### config.mk
export PLATFORM = sky130hd
export DESIGN_NAME = stream_demux
export DESIGN_NICKNAME = d
export VERILOG_FILES = /design/src/rtl/stream_demux.sv
export SDC_FILE = /design/constraint.sdc
export NUM_CORES = 1
export LEC_CHECK = 0
export ABC_AREA = 1
export CORE_ASPECT_RATIO = 0.6
export CORE_MARGIN = 2
export CORE_UTILIZATION = 48
export DETAILED_ROUTE_END_ITERATION = 16
export GPL_ROUTABILITY_DRIVEN = 0
export GPL_TIMING_DRIVEN = 0
export PLACE_DENSITY_LB_ADDON = 0.15
export SYNTH_ARGS = -nofsm -noshare
export SYNTH_HDL_FRONTEND = slang
export SYNTH_SLANG_ARGS = --single-unit
### constraint.sdc
create_clock -name clock -period 3.85 [get_ports clock]
set_input_delay 1.155 -clock clock [delete_from_list [all_inputs] [get_ports clock]]
set_output_delay 1.155 -clock clock [all_outputs]
set_load 0.05 [all_outputs]
### src/rtl/stream_demux.sv
// Registered 1-to-N stream demultiplexer: one valid/ready input, one-entry holding register per output channel.
// Optional STREAM_DEMUX_BCAST_EN adds in_bcast, which loads every channel from one input word.
//
// Handshake (both sides): a word moves across an interface at a rising clock edge exactly when
// valid and ready are both high at that edge; a valid source holds its data stable until then.
module stream_demux #(
    parameter int width    = 8,
    parameter int channels = 4,
    localparam int SELW    = (channels > 1) ? $clog2(channels) : 1
) (
    input  logic                        clock,
    input  logic                        reset_n,
    input  logic                        in_valid,
    output logic                        in_ready,
    input  logic [width-1:0]            in_data,
    input  logic [SELW-1:0]             in_sel,
`ifdef STREAM_DEMUX_BCAST_EN
    input  logic                        in_bcast,
`endif
    output logic [channels-1:0]         out_valid,
    input  logic [channels-1:0]         out_ready,
    output logic [channels*width-1:0]   out_data,
    output logic                        sel_err
);

    logic [channels-1:0] v_q, v_d;
    logic [width-1:0]    hold_q [channels];
    logic [width-1:0]    hold_d [channels];
    logic                sel_err_q, sel_err_d;

    logic [channels-1:0] sel_hit;
    logic [channels-1:0] ch_free;
    logic [channels-1:0] acc;
    logic                sel_ok;
    logic                bcast;

`ifdef STREAM_DEMUX_BCAST_EN
    assign bcast = in_bcast;
`else
    assign bcast = 1'b0;
`endif

    always_comb begin
        sel_hit = '0;
        ch_free = '0;
        for (int i = 0; i < channels; i++) begin
            sel_hit[i] = (32'(in_sel) == 32'(i));
            // A full channel whose consumer takes its word at this edge can accept a new one.
            ch_free[i] = !v_q[i] || out_ready[i];
        end
        // An out-of-range select matches no channel, so it is never ready.
        sel_ok = |sel_hit;
    end

    always_comb begin
        in_ready  = 1'b0;
        acc       = '0;
        sel_err_d = sel_err_q;
        v_d       = v_q;
        for (int i = 0; i < channels; i++) begin
            hold_d[i] = hold_q[i];
        end

        if (bcast) begin
            in_ready = &ch_free;
            acc      = (in_valid && in_ready) ? {channels{1'b1}} : '0;
        end else begin
            in_ready = |(sel_hit & ch_free);
            acc      = {channels{in_valid}} & sel_hit & ch_free;
            if (in_valid && !sel_ok) begin
                sel_err_d = 1'b1;
            end
        end

        for (int i = 0; i < channels; i++) begin
            if (acc[i]) begin
                hold_d[i] = in_data;
                v_d[i]    = 1'b1;
            end else if (out_ready[i]) begin
                v_d[i]    = 1'b0;
            end
        end
    end

    always_ff @(posedge clock or negedge reset_n) begin
        if (!reset_n) begin
            v_q       <= '0;
            sel_err_q <= 1'b0;
            for (int i = 0; i < channels; i++) begin
                hold_q[i] <= '0;
            end
        end else begin
            v_q       <= v_d;
            sel_err_q <= sel_err_d;
            for (int i = 0; i < channels; i++) begin
                hold_q[i] <= hold_d[i];
            end
        end
    end

    always_comb begin
        out_data = '0;
        for (int i = 0; i < channels; i++) begin
            out_data[i*width +: width] = hold_q[i];
        end
    end

    assign out_valid = v_q;
    assign sel_err   = sel_err_q;

endmodule

==> Yosys cells after proc, flatten, opt, wreduce, memory -nomap -nowiden <==
Index checks and enable logic that the tools add are counted.
{ "op_classes": {"n_eq_ne": 3, "muxes": 8, "bitwise": 3, "n_reduce_logical": 17} }
{ "op_table": {"columns": ["operator", "n"], "rows": [
  ["$and 4x4->4", 3],
  ["$mux 1", 8],
  ["$reduce_bool 2->1", 4],
  ["$reduce_or 4->1", 2],
  ["$logic_not 1->1", 5],
  ["$eq 2x2->1 const B", 2],
  ["$logic_or 1x1->1", 4],
  ["$eq 2x1->1 const B", 1],
  ["$logic_not 2->1", 1],
  ["$logic_and 1x1->1", 1]
]} }
{ "totals": {"regBits": 37, "inputBits": 17, "word_cells": 40} }

==> Longest topological paths before layout <==
Gate-level depths: netlist of run 1.
{ "depth": {"depth_word": 4, "ltp_mapped": 7, "depth_no_buf": 6} }

==> Worst setup path before layout of run 1 <==
OpenSTA, ideal clock, no wires.
{ "synth_path": {"path_kind": "in2out", "startpoint": "in out_ready[1]", "endpoint": "out in_ready", "arrival_time_ns": 2.056, "required_time_ns": 2.695, "slack_ns": 0.639, "stages": 7, "n_path_buf": 1, "path_cell_list": "inv_1 -> nand2_1 -> clkbuf_1 -> nand2_1 -> nand2_1 -> inv_1 -> nand2_1"} }
{ "synth_between": {"elab_chain_cells": 3} }
{ "synth_rtl": {"columns": ["element", "line_no", "text"], "rows": [
  ["from (decl)", "21", "input logic [channels-1:0] out_ready,"],
  ["$logic_or 1x1->1", "49", "ch_free[i] = !v_q[i] || out_ready[i];"],
  ["$and 4x4->4", "68", "in_ready = |(sel_hit & ch_free);"],
  ["$reduce_or 4->1", "68", null],
  ["to (decl)", "14", "output logic in_ready,"]
]} }
No other way between the ends.

==> Final worst setup path of run 1 <==
{ "layout_path": {"startpoint": "in in_sel[0]", "endpoint": "out in_ready"} }
{ "layout_between": {"elab_chain_cells": 3} }
{ "layout_rtl": {"columns": ["element", "line_no", "text"], "rows": [
  ["from (decl)", "16", "input logic [SELW-1:0] in_sel,"],
  ["$eq 2x1->1, or another cell as far along", "47", "sel_hit[i] = (32'(in_sel) == 32'(i));"],
  ["$and 4x4->4 *", "68", null],
  ["$reduce_or 4->1 *", "68", null]
]} }
Every way passes the cells marked *; elsewhere a longest branch is shown, timed or not.

==> run summary, run 1 <==
The run finished with clean final reports. The maximum number of pins on one net before global-route repair is 38. TritonCTS built the clock tree. In the routed layout, each cell is associated on average with a via count of 5.09. The tree is rooted in a clkbuf_8. The mapped netlist covers ~1600 um^2. The maximum clock path buffer count came out at 2. The number of warnings reported in the yosys synthesis log is 0.

The wire length of the first global-routing pass is 6.22 mm. The worst setup path category is in -> out. The number of cells on the worst reg-to-reg path is 4. The post-CTS clock slew at the launch and capture registers of the worst setup and hold paths is around 0.070 ns.

The filler cells instantiated in the layout total around 240. The clock net in this run drives a total of 37 sinks. The post-synthesis instance total came out at between 150 and 200. At the worst endpoint, the required time is 2.69 ns.

The endpoint type of the worst setup path is an output port. The area of the die came out at 3780 um^2. After layout, the design draws a total of around 1.2 mW. The floorplan die height is 48.5 um. The finished layout holds roughly 280 standard cells, fillers aside. The startpoint identified for the worst hold timing path is sel_err. The initial antenna violation count is 0. The utilization after layout came out at 0.710. The internal cell power came out at 743 uW.

The final worst hold slack came out at 0.465 ns. The post-layout net count came out at ~250. Dividing total power by cell area gives a power density of about 540 nW/um^2. The minimum setup slack after placement is -0.470 ns. For the worst setup path, the data arrival time is 2.53 ns.

The number of global-route vias before repair came out at 1306. The path class of the tightest hold or removal check is reg -> reg. The standard-cell row count came out at 16. After synthesis, the cell types taking the most area are dfrtp_1, nand2_1, nand4_1.

On the final layout, the worst clock skew is 0.00205 ns. The net switching fraction of the power is 0.398. Summed over all nets, the switching power comes to 490 uW. The library cell with the largest summed area after synthesis is dfrtp_1. The origin of the critical flop-to-flop path is out_valid[0]. The residual DRC count came out at 0.

The clock share of power came out at 0.218. The most frequent cell after synthesis is nand2_1. The initial utilization of the core area, before any placement, comes to 0.494. The core area is 3200 um^2. The maximum VDD drop came out at 330 uV. The footprint of the multi-input gates is 587 um^2. The number of placed instances, taps included is 273. The number of vias after detailed routing is 1430.

The number of buffers inserted by hold repair at cts came out at 0. The post-layout worst setup margin is 0.164 ns. The net count after synthesis came out at 192. The total clock buffers created by CTS came out at 5. The clock period minus worst slack is around 3.7 ns. The synthesized netlist contains 13 unique library cells. The count of boundary I/O pins is 55. The critical register-to-register path endpoint is out_data[5]. Of the total power, registers draw 0.394. The worst pin sits at a relative slew slack of 0.465. The worst hold path cell count came out at 1. Of the synthesized area, sequential elements account for 0.585. The mean instance size in the synthesized netlist came out at around 9.0 um^2. The clock latency of the later-clocked register in the worst-skew pair is roughly 0.28 ns. For hold timing, the worst endpoint is sel_err.

The number of nets with antenna violations after routing came out at 0. The async set-or-reset flop fraction in the synthesized netlist is 1.00. Setup violations remaining at the end of the flow were counted as 0. The worst-margin pin slew is 0.802 ns. The detailed-route wire length came out at 3.87 mm. The die is around 78 um wide. The share of total power dissipated in combinational logic is 0.387. The slack of the worst reg-to-reg path came out at 2.66 ns.

The number of search-and-repair iterations in the first detailed-routing pass came out at 4. The number of levels in the clock H-tree came out at 2. The max-capacitance violation count is 0. Setup repair after global routing left no endpoint under its margin. The total global routing overflow is 0.

The number of DRC markers after the initial detailed-route iteration came out at between 100 and 150. Among all flip-flop cells after synthesis, the most frequent one is dfrtp_1. The global-route usage over all layers came out at 0.215. Of all nets on the critical path, the largest fanout is 6. The reported leakage power came out at around 1.1 nW. The number of antenna diodes in the final layout is 0. Timing would allow up to around 0.27 GHz. The total count of hold-check failures in the final report was 0. In this run, synthesis produced a sequential element count of 37. The number of port buffers is 53.

The per-cell routed wire length came out at approximately 14 um. Ranked by instance count, the synthesized netlist is headed by nand2_1, dfrtp_1, nand4_1, inv_1, nand3_1. The worst setup path is launched from an input pin. The sequential standard cell area came out at 926 um^2. The fraction of synthesized cell area taken by the top area cell type came out at 0.585. The half-perimeter wire length of the detailed placement result is 2.77 mm. The number of synthesized flops with an enable pin is 0.

The final-report max-slew violation count is 0. The area growth from synthesis to layout is 43.8%. The ratio of cells with drive above 1 in the final layout is 0.102. The period utilization came out at 0.957.
stage by stage:
| stage | cell area (um^2) | setup TNS, ns |
|---|---|---|
| CTS | 2230 | 0 |
| global route | 2270 | 0 |
| floorplan | 1580 | 0 |
| finish | 2270 | 0 |
| detailed placement | 2160 | -0.470 |
| global placement | 2170 | -0.435 |
timing repair:
action / CTS / global route
endpoints found under the setup margin: 1 / 1
gates resized for setup: 5 / 2
pin swaps: 0 / 2
setup buffers: 0 / 5
state kept, by name, indices dropped and copies added (netlist names):
name and cells:
out_data 32, out_valid 4, sel_err 1
cells by family after synthesis:
| family | after synthesis | synth area share |
|---|---|---|
| simple gates | 120 | 0.368 |
| flops | 37 | 0.585 |
| buf+inv | 18 | 0.0467 |
worst max-delay path, cell delays in order:
cell and delay, ns:
clkdlybuf4s50_1 0.62, inv_1 0.11, nor2_4 0.17, nand2_1 0.08
nand2_1 0.08, inv_1 0.04, nand2_1 0.06, clkbuf_4 0.22
cells in the final DEF (no fill, tap or decap), drive strengths merged:
cell type and count:
clkdlybuf4s50 51, inv 10, nand3 11, nand4 24
nand2 81, clkbuf 9, buf 9, nor2 4
dfrtp 37
worst max path at each step:
stage / end / depth (start not counted) / start / slack, ns
floorplan: in_ready / 7 / out_ready[1] / 0.64
global placement: in_ready / 9 / out_ready[1] / -0.43
detailed placement: in_ready / 9 / out_ready[1] / -0.47
CTS: in_ready / 8 / in_sel[0] / 0.1
global route: in_ready / 8 / in_sel[0] / 0.06
finish: in_ready / 8 / in_sel[0] / 0.16
power groups by stage:
stage                     Combinational [mW]  Clock (mW)  Sequential [mW]
after global routing                   0.501       0.286            0.492
after global placement                 0.472           0            0.489
final                                  0.478       0.269            0.486
after floorplan                       0.0785           0            0.709
after detailed placement               0.476           0            0.493
after CTS                              0.476       0.272            0.486
cell type report:
cell class	instances	area share
buffer	4	0.00935
clock buffer	7	0.0380
inverter	10	0.0165
multi-input combinational	120	0.258
sequential	37	0.407
tap	45	0.0248
timing repair buffer	58	0.246
metal layers:
metal	global-route usage	wire length, um	vias up
li1	-	-	694
met1	0.306	1750	666
met2	0.323	1770	63
met3	0.0597	307	7
met4	0.0673	46	0
met5	0	0	-
No activity file was read; power rests on OpenSTA's default activity.
==> run 2: changes to the inputs <==
- CORE_UTILIZATION: 48 -> 25
- GPL_TIMING_DRIVEN: 0 -> default
==> run 2 against run 1 <==
Die area grew 85%. Total power grew 7.3%. Worst setup slack improved by 0.18 ns. Via count down 3.8%. Largest cell class unchanged. Largest power group unchanged. Highest routed layer unchanged.
==> run summary, run 2 (synthesized netlist as in run 1, its figures left out) <==
The worst-case clock skew is 0.00500 ns (was 0.00205 ns). The count of boundary I/O pins came to 55 (unchanged). The class of the tightest hold or removal check is reg -> reg (unchanged). The remaining max-slew budget at the tightest pin was 0.658 (was 0.465).

The maximum VDD drop is 209 uV (was 330 uV). The total global routing overflow is 0 (unchanged). The count of buffers added by post-CTS timing repair for setup came out at 0 (unchanged). The reported leakage power is 1.16 nW (was 1.14 nW). The horizontal die dimension is 107 um (was 78.1 um). The total count of hold-check failures in the final report is 0 (unchanged). The maximum achievable frequency came to 0.286 GHz (was 0.271 GHz). The number of placed instances, taps included is 314 (was 273).

The worst hold path cell count came out at 0 (was 1). The maximum number of pins on one net before global-route repair came to 38 (unchanged). Commonest cells after routing, fill and taps aside: nand2_1, clkdlybuf4s50_1, dfrtp_1 (unchanged). The average vias per placed instance is 4.27 (was 5.09).

The count of fill cells added during filler insertion was 619 (was 238). The number of standard cells in the layout, taps in and fillers out is 322 (was 281). The ratio of cells with drive above 1 in the final layout is 0.109 (was 0.102). The flip-flop count of the largest register, all copies and words added is 32 (unchanged).

The residual DRC count is 0 (unchanged). The period utilization is 0.909 (was 0.957). The starting utilization of the core area came out at 0.259 (was 0.494).

The total clock buffers created by CTS is 5 (unchanged). Status: finished clean (unchanged). The number of global-route vias before repair is 1398 (was 1306). The maximum net fanout on the critical path is 4 (was 6). The worst setup path category is in -> out (unchanged).

The clock period minus worst slack was 3.50 ns (was 3.69 ns). The number of DRC markers after the initial detailed-route iteration is 63 (was 112). The arrival time at the worst endpoint was 2.35 ns (was 2.53 ns).

The core area came out at 6110 um^2 (was 3200 um^2). The maximum clock path buffer count is 2 (unchanged). Setup repair after global routing missed its margin: no (unchanged). The post-layout net count came to 254 (was 253).

The number of cells on the worst reg-to-reg path came out at 5 (was 4). The max-capacitance violation count is 0 (unchanged). The startpoint class of the critical path was an input pin (unchanged).

The floorplan die height is 65.6 um (was 48.5 um). The area of the die came out at 7000 um^2 (was 3780 um^2). The worst-margin pin slew is 0.511 ns (was 0.802 ns).

The detailed-route wire length is 4.65 mm (was 3.87 mm). The most common cell after layout, fill and taps aside was nand2_1 (unchanged). The synthesis-to-layout area growth came out at 50.7% (was 43.8%). The number of setup violations in the final report is 0 (unchanged). The initial antenna violation count is 0 (unchanged). The number of clock sinks is 37 (unchanged). The count of inserted antenna diode cells is 0 (unchanged). The final-report max-slew violation count was 0 (unchanged). The post-CTS clock slew at the launch and capture registers of the worst setup and hold paths is 0.08 ns (was 0.07 ns).

The endpoint type of the worst setup path was an output port (unchanged). The standard-cell row count is 22 (was 16). The clock tree from TritonCTS is built (unchanged).

The number of vias after detailed routing is 1376 (was 1430). The global-route usage over all layers came out at 0.143 (was 0.215). The number of nets with antenna violations after routing came out at 0 (unchanged). The half-perimeter wire length of the detailed placement result came to 3.23 mm (was 2.77 mm). The root cell of the clock tree is clkbuf_8 (unchanged). The number of levels in the clock H-tree was 2 (unchanged). The wire length of the first global-routing pass is 7.44 mm (was 6.22 mm). The areal power density over the cells is 555 nW/um^2 (was 542 nW/um^2).

The number of port buffers is 54 (was 53). The endpoint required time on the critical path was 2.69 ns (about the same). The number of search-and-repair iterations in the first detailed-routing pass is 6 (was 4). The per-cell routed wire length is 14.4 um (was 13.8 um). The clock latency of the later-clocked register in the worst-skew pair is 0.30 ns (was 0.28 ns). The setup total negative slack is 0 ns (unchanged). The number of buffers inserted by hold repair at cts was 0 (unchanged). The post-cts resize count was 0 (was 5).
[run 2: changes by cell type in the layout (fill, tap and decap cells not counted), moves of 2 or more]
| cell | delta |
|---|---|
| buf_4 | +3 |
| buf_2 | -3 |
| clkbuf_1 | -2 |
| clkdlybuf4s50_1 | +2 |
[run 2: power breakdown]
group	leakage (nW)	internal, mW	switching [mW]
Clock	0.0543	0.194	0.156
Combinational	0.644	0.156	0.330
Sequential	0.462	0.450	0.0368
Total	1.16	0.800	0.523
[run 2: path summary, 6_finish.rpt]
check / to / slack (ns) / from
max: in_ready / 0.35 / in_sel[1]
min: sel_err / 0.38 / sel_err
max reg2reg: out_data[5] / 2.67 / out_valid[0]
min reg2reg: sel_err / 0.38 / sel_err
max in group asynchronous: out_data[2] / 2.24 / reset_n
min in group asynchronous: out_valid[2] / 1.27 / reset_n
[run 2: layout make-up]
cell class / instances / area, um^2 / area share
clock inverter: 3 / 46.3 / 0.0194
timing repair buffer: 63 / 618 / 0.259
inverter: 10 / 37.5 / 0.0157
clock buffer: 5 / 68.8 / 0.0289
multi-input combinational: 120 / 582 / 0.244
tap: 84 / 105 / 0.0441
sequential: 37 / 926 / 0.388
[run 2: per-layer routing]
layer / wire length, um / up-vias / GRT usage
met5: 0 / - / 0
met4: 66 / 0 / 0.0487
met3: 292 / 8 / 0.0446
met2: 1840 / 38 / 0.197
met1: 2450 / 631 / 0.210
li1: - / 699 / -
[run 2: worst max-delay path: stages]
cell and delay, ns:
clkdlybuf4s50_1 0.59, nand2_1 0.15, inv_1 0.07, nand2_1 0.05, nand2_1 0.06, inv_1 0.03
nand2_1 0.09, buf_12 0.14
[run 2: metrics by stage]
step           instance area, um^2  setup WS, ns   util  power, mW  hold WS, ns
3_3_place_gp                  2270         0.374  0.371      0.983        0.371
6_report                      2380         0.349  0.390       1.32        0.381
5_1_grt                       2380         0.199  0.390       1.39        0.404
3_5_place_dp                  2270         0.348  0.371      0.982        0.368
2_1_floorplan                 1580         0.639      -      0.788        0.739
4_1_cts                       2380         0.346  0.390       1.34        0.386
